### src/rtl/irq_ctrl8_pkg.sv
// Shared constants and FSM state type for the 8-channel interrupt controller.
package irq_ctrl8_pkg;
  localparam int N_CH  = 8;
  localparam int VEC_W = 3;

  typedef enum logic [1:0] {
    IDLE = 2'd0,
    REQ  = 2'd1,
    SERV = 2'd2
  } state_t;
endpackage

### src/rtl/irq_ctrl8_prio_enc8.sv
// 8:3 priority encoder, bit 7 highest; valid flags any set input.
module prio_enc8
  import irq_ctrl8_pkg::*;
(
  input  logic [N_CH-1:0]  iIn,
  output logic [VEC_W-1:0] oIdx,
  output logic             oValid
);

  // Ascending scan so the highest set bit is the last one written.
  always_comb begin
    oIdx   = '0;
    oValid = |iIn;
    for (int i = 0; i < N_CH; i++) begin
      if (iIn[i]) oIdx = VEC_W'(i);
    end
  end

endmodule

### src/rtl/irq_ctrl8.sv
// 8-channel interrupt controller: request capture, masking, fixed or rotating
// priority, and an IRQ/ACK/EOI handshake toward one shared service resource.
//
//  state | meaning
//  IDLE  | no grant issued; waiting for an eligible channel and iEI=0
//  REQ   | oIrq high, oVec presented, waiting for iAck
//  SERV  | resource servicing oVec, waiting for iEoi
module irq_ctrl8
  import irq_ctrl8_pkg::*;
#(
  parameter bit ROTATE = 1'b0,
  parameter bit EDGE   = 1'b1
) (
  input  logic             iClk,
  input  logic             iRst,
  input  logic [N_CH-1:0]  iReq,
  input  logic [N_CH-1:0]  iMask,
  input  logic             iEI,
  input  logic             iAck,
  input  logic             iEoi,
  output logic             oIrq,
  output logic [VEC_W-1:0] oVec,
  output logic             oBusy,
  output logic [N_CH-1:0]  oPend,
  output logic             oEO
);

  state_t            state, stateNext;
  logic              irqNext, busyNext;
  logic [VEC_W-1:0]  vecNext;
  logic              ackTaken, eoiTaken;
  logic [N_CH-1:0]   pend, pendNext, reqPrev;
  logic [N_CH-1:0]   setMask, clrMask, eligible, rotEl;
  logic [2*N_CH-1:0] dblEl;
  logic [VEC_W-1:0]  lastSvc, rotShift, winIdx, winner;
  logic              winValid;

  assign eligible = pend & ~iMask;

  // Rotating mode: rotate so channel lastSvc-1 lands on bit 7, then undo it.
  assign rotShift = ROTATE ? lastSvc : '0;
  assign dblEl    = {eligible, eligible} >> rotShift;
  assign rotEl    = dblEl[N_CH-1:0];

  prio_enc8 uPrio (
    .iIn    (rotEl),
    .oIdx   (winIdx),
    .oValid (winValid)
  );

  assign winner = winIdx + rotShift;

  // Capture new requests; a set in the same cycle as the ack clear wins.
  assign setMask  = EDGE ? (~iReq & reqPrev) : ~iReq;
  assign clrMask  = ackTaken ? (N_CH'(1) << oVec) : '0;
  assign pendNext = (pend & ~clrMask) | setMask;

  // Next-state and registered-output decode.
  always_comb begin
    stateNext = state;
    irqNext   = oIrq;
    vecNext   = oVec;
    busyNext  = oBusy;
    ackTaken  = 1'b0;
    eoiTaken  = 1'b0;
    unique case (state)
      IDLE: begin
        if (!iEI && winValid) begin
          stateNext = REQ;
          vecNext   = winner;
          irqNext   = 1'b1;
        end
      end
      REQ: begin
        if (iAck) begin
          stateNext = SERV;
          irqNext   = 1'b0;
          busyNext  = 1'b1;
          ackTaken  = 1'b1;
        end else if (iEI) begin
          stateNext = IDLE;
          irqNext   = 1'b0;
        end
      end
      SERV: begin
        if (iEoi) begin
          stateNext = IDLE;
          busyNext  = 1'b0;
          eoiTaken  = 1'b1;
        end
      end
      default: begin
        stateNext = IDLE;
        irqNext   = 1'b0;
        busyNext  = 1'b0;
      end
    endcase
  end

  // State, handshake outputs, pending register and rotation pointer.
  always_ff @(posedge iClk or posedge iRst) begin
    if (iRst) begin
      state   <= IDLE;
      oIrq    <= 1'b0;
      oVec    <= '0;
      oBusy   <= 1'b0;
      pend    <= '0;
      reqPrev <= '1;
      lastSvc <= '0;
    end else begin
      state   <= stateNext;
      oIrq    <= irqNext;
      oVec    <= vecNext;
      oBusy   <= busyNext;
      pend    <= pendNext;
      reqPrev <= iReq;
      if (eoiTaken) lastSvc <= oVec;
    end
  end

  assign oPend = pend;
  assign oEO   = ~iEI & ~|eligible;

endmodule

### config.mk
export PLATFORM = sky130hd
export DESIGN_NAME = irq_ctrl8
export DESIGN_NICKNAME = d
export VERILOG_FILES = /design/src/rtl/irq_ctrl8_pkg.sv /design/src/rtl/irq_ctrl8_prio_enc8.sv /design/src/rtl/irq_ctrl8.sv
export SDC_FILE = /design/constraint.sdc
export NUM_CORES = 1
export LEC_CHECK = 0
export CORE_AREA = 2 2 52 54
export CTS_CLUSTER_DIAMETER = 120
export DETAILED_ROUTE_END_ITERATION = 12
export DIE_AREA = 0 0 54 56
export PLACE_DENSITY_LB_ADDON = 0.05
export SYNTH_ARGS = -nofsm -noshare
export SYNTH_HDL_FRONTEND = slang
export SYNTH_SLANG_ARGS = --single-unit
export TNS_END_PERCENT = 20
### constraint.sdc
create_clock -name iClk -period 2.2 [get_ports iClk]
set_input_delay 0.44 -clock iClk [delete_from_list [all_inputs] [get_ports iClk]]
set_output_delay 0.44 -clock iClk [all_outputs]
set_load 0.02 [all_outputs]
=== Word level (Yosys, flattened, before mapping) ===
Index checks and enable logic that the tools add are counted.

* Output and inout port bits: 14
* Flip-flop bits (word level): 23
* Word-level logic and storage cells: 55

* Shift-type cells: 1
* Bitwise operators: 11
* Reductions and logical operators: 9
* Multiplexer cells: 22
* Equality and inequality tests: 6

{| class="wikitable"
|+ Operators by type and width
! kind !! number
|-
| $and A8 B8 Y8 || 3
|-
| $not A8 Y8 || 3
|-
| $mux W2 || 6
|-
| $mux W3 || 4
|-
| $reduce_and A3 Y1 || 3
|-
| $mux W1 || 8
|-
| $mux W8 || 1
|-
| $or A8 B8 Y8 || 1
|-
| $reduce_or A8 Y1 || 1
|-
| $shl A1 B3 Y8 const A || 1
|-
| $ne A2 B2 Y1 const B || 3
|-
| $pmux W1 S3 || 2
|-
| $pmux W2 S3 || 1
|-
| $ne A3 B3 Y1 const B || 1
|-
| $not A1 Y1 || 3
|-
| $eq A2 B1 Y1 const B || 1
|-
| $eq A2 B2 Y1 const B || 1
|-
| $logic_not A1 Y1 || 2
|-
| $logic_not A2 Y1 || 1
|-
| $reduce_and A2 Y1 || 1
|-
| $and A1 B1 Y1 || 1
|-
| $logic_and A1 B1 Y1 || 1
|}

=== Depth between registers and ports, before layout ===
* Word-level depth: 9
* Depth in mapped cells: 5

=== Cells and area by module ===
From an unflattened synthesis, not the netlist that was laid out.

* Cells, all modules: 96
* Area, all modules: 1022.2 sq um

{| class="wikitable"
|+ Modules (own cells, without submodules)
! module !! area an instance (sq um) !! times used !! cells each
|-
| irq_ctrl8 || 955.9 || 1 || 84
|-
| prio_enc8 || 66.3 || 1 || 12
|}

=== Worst setup path before layout ===
Ideal clock, no wire load.

* Kind: register to output
* Start: register pend[5], in the netlist oPend[5]
* End: output port oEO
* Slack: 0.081 ns
* Path buffers: 0
* Arrival: 1.679 ns
* Data required time: 1.760 ns
* Cell stages (with the launch flop): 4
* Cells stage by stage: dfrtp_1 > nor2b_4 > or4_4 > nor3_1

* Word-level cells in the longest chain between the ends: 4

{| class="wikitable"
|+ Ends and longest elaborated chain
! item !! line !! source
|-
| from (decl) || irq_ctrl8.sv:32 || <nowiki>logic [N_CH-1:0] pend, pendNext, reqPrev;</nowiki>
|-
| from (signal assigned) || irq_ctrl8.sv:115 || <nowiki>pend <= pendNext;</nowiki>
|-
| $and A8 B8 Y8 || irq_ctrl8.sv:38 || <nowiki>assign eligible = pend & ~iMask;</nowiki>
|-
| $reduce_or A8 Y1 || irq_ctrl8.sv:122 || <nowiki>assign oEO = ~iEI & ~|eligible;</nowiki>
|-
| $logic_not A1 Y1 || irq_ctrl8.sv:122 ||
|-
| $and A1 B1 Y1 || irq_ctrl8.sv:122 ||
|-
| to (decl) || irq_ctrl8.sv:25 || <nowiki>output logic oEO</nowiki>
|}

No other way between the ends.

=== Worst setup path after layout ===
* Start: input port iMask[7]
* End: output port oEO

* Word-level cells in the longest chain between the ends: 5

{| class="wikitable"
|+ Ends and longest elaborated chain
! item !! line !! source
|-
| from (decl) || irq_ctrl8.sv:17 || <nowiki>input logic [N_CH-1:0] iMask,</nowiki>
|-
| $not A8 Y8 || irq_ctrl8.sv:38 ||
|-
| $and A8 B8 Y8 || irq_ctrl8.sv:38 ||
|-
| $reduce_or A8 Y1 || irq_ctrl8.sv:122 ||
|-
| $logic_not A1 Y1 || irq_ctrl8.sv:122 ||
|-
| $and A1 B1 Y1 || irq_ctrl8.sv:122 ||
|}

No other way between the ends.

==> results.md <==
- Status: finished, final reports clean
- Worst-margin pin slew: 322 ps
- CTS Hold Bufs: 0
- Final design utilization: between 60% and 70%
- CTS Sinks: 23
- Vias per inst: roughly 4.8
- Leak: 0.646 nW
- Largest net degree at the start of global routing: 24
- CP startpoint: iMask[7]
- # rows: 18
- RSZ-0062 raised after global routing: yes
- Vias: roughly 840
- Die area: 3020 um2
- First-pass GRT wire length: 4.00 mm
- Top FF cell, synth: dfrtp_1
- Worst reg-to-reg path cell count: 5
- H-tree depth: 1
- Worst Hold Class: input port to async pin
- CTS clock-pin slew for the worst setup and hold paths: around 120 ps
- #FFs+latches synth: 23
- Synth area leaders: dfrtp_1 38%, dfstp_2 21%, o21ai_1 5.5%
- Layout cells sized above 1: 24.5%
- GR Overflow Total: 0
- Synth async-reset ratio: 100%
- Root buf cell: clkbuf_4
- CTS tree: yes
- Initial core utilization: 41.0%
- Startpoint types: input port
- Iteration-0 DRC Markers: 3
- Final critical-path required period: between 2000 and 2500 ps
- Wire per inst: around 13 um
- Core area: roughly 2400 um2
- Setup TNS: 0 ps
- DRC viols: 0
- Fin crit share: between 90 and 100%
- Final Max Tran Viols: 0
- Power per cell area: 730 nW/um2
- CTS buffer count: 3
- Yosys top cell area share: between 30 and 40%
- CP endpoint: oEO
- Vias in the first global route: 907
- Crit path capture type: output port
- Routability cong.: 0.744
- Cell area after synthesis: 998 um2
- DP HPWL: 1.69 mm
- RR Endpoint: oVec[2]$_DFFE_PP0P_
- # port buffers: 34
- Ant. Diodes: 0
- Synth cell types: 24
- Max Root-Sink Buffers: 2
- Synthesis-to-layout area growth: 53.0%
- Crit path kind: input port to output port
- Syn nets: around 110
- Routed wire length: 2.21 mm
- Min Hold Slack: 451 ps
- Worst-path maximum fanout: 2
- FF-to-FF Start: oPend[4]$_DFF_PP0_
- Ys Warns: 0
- Syn_area_per_cell: roughly 11 um2
- Nets: 165
- Reg2reg setup slack: 290 ps
- DRT Pass-1 Iters: 4
- Maximum vdd drop: 0.449 mV
- Clk Latency, worst-skew pair: about 300 ps
- Hold Violations, Final: 0
- Post-route ant nets: 0
- Final Setup Violations: 0
- Largest area contributor in the netlist: dfrtp_1
- Most frequent cells in the layout: 30 x clkdlybuf4s50_1, 16 x buf_4, 15 x dfrtp_1
- Most common cell after layout, fill and taps aside: clkdlybuf4s50_1
- Total global-route track usage: ~18%
- Initial antenna violation count: 0
- Clk_skew: between 5 and 6 ps
- Num ports: 35
- EDFF count, synth: 0
- Die Ht: 56 um
- Die outline width: 54 um
- Cell count after synthesis: 90
- Critical Path AT: 1740 ps
- Max-capacitance violation count: 0
- CP required: roughly 1800 ps
- Sequential cell area fraction in the yosys report: 58.6%
- FMAX: approximately 460 MHz
- Worst slew margin: 78.0%
[worst max-delay path, cell delays in order]
cell	delay, ps
clkdlybuf4s50_1	450
nor2b_1	50
or4_4	450
nor3_4	200
buf_6	140
[cell usage after synthesis, types with 2 or more instances]
cell,instances
nand2_1,4
inv_1,10
o21ai_1,11
nor2b_1,4
o31ai_1,5
mux2_1,2
dfstp_2,8
nor2b_4,2
dfrtp_1,15
o21ai_0,5
nand2b_1,5
nor2_1,2
a21oi_1,4
nor3_1,3
[worst min path at each step]
stage / endpoint / slack [ps] / depth (start not counted)
floorplan: oBusy$_DFFE_PP0P_ / 440 / 1
global placement: oIrq$_DFFE_PP0P_ / 460 / 2
detailed placement: oIrq$_DFFE_PP0P_ / 480 / 2
CTS: oPend[5]$_DFF_PP0_ / 460 / 3
global route: oPend[5]$_DFF_PP0_ / 480 / 3
finish: oPend[5]$_DFF_PP0_ / 450 / 3
[registers in the layout (all words and copies together) (netlist names)]
register and cells:
oVec 3, oBusy 1, oPend 8, oIrq 1, state 2, reqPrev 8
[report_power, final]
group | leakage (nW) | internal [W] | total (W) | switching, W
clock | 0.0150 | 0.0000706 | 0.000188 | 0.000117
sequential | 0.235 | 0.000485 | 0.000544 | 0.0000590
combinational | 0.397 | 0.000212 | 0.000383 | 0.000172
total | 0.646 | 0.000767 | 0.00112 | 0.000348
[kinds of logic (layout without fill, tap and decap cells)]
logic type      after synthesis  after routing  share of synthesized area, %
flops                        23             23                          58.6
simple gates                 25             25                          16.4
compound gates               28             28                          17.4
mux                           3              3                          3.38
buf+inv                      11             64                          4.14
[final cells by class]
type	count	area, um2
Sequential cell	23	586
Tap cell	30	37.5
Inverter	10	37.5
Clock buffer	4	26.3
Fill cell	243	905
Timing Repair Buffer	50	458
Multi-Input combinational cell	56	383
[metal layers]
layer,track usage (%),wire (um)
met5,0,0
met2,28.2,1100
met3,2.42,103
met4,6.43,19
met1,24.2,990
[through the flow]
step                      cell area, um2  total power [W]  setup slack [ps]  std cells
after detailed placement            1480         0.000932              -647        167
after global placement              1480         0.000922              -593        167
final                               1530          0.00112              24.1        173
after global routing                1530          0.00119             -53.7        173
after CTS                           1500          0.00112              31.0        171
after floorplan                      998         0.000714              81.3         90
[what timing repair did]
action                     4_1_cts  5_1_grt
setup endpoints to repair        1        1
pin swaps                        2        2
setup buffers                    0        2
resized for setup               10        2
(Power assumes the default switching activity.)
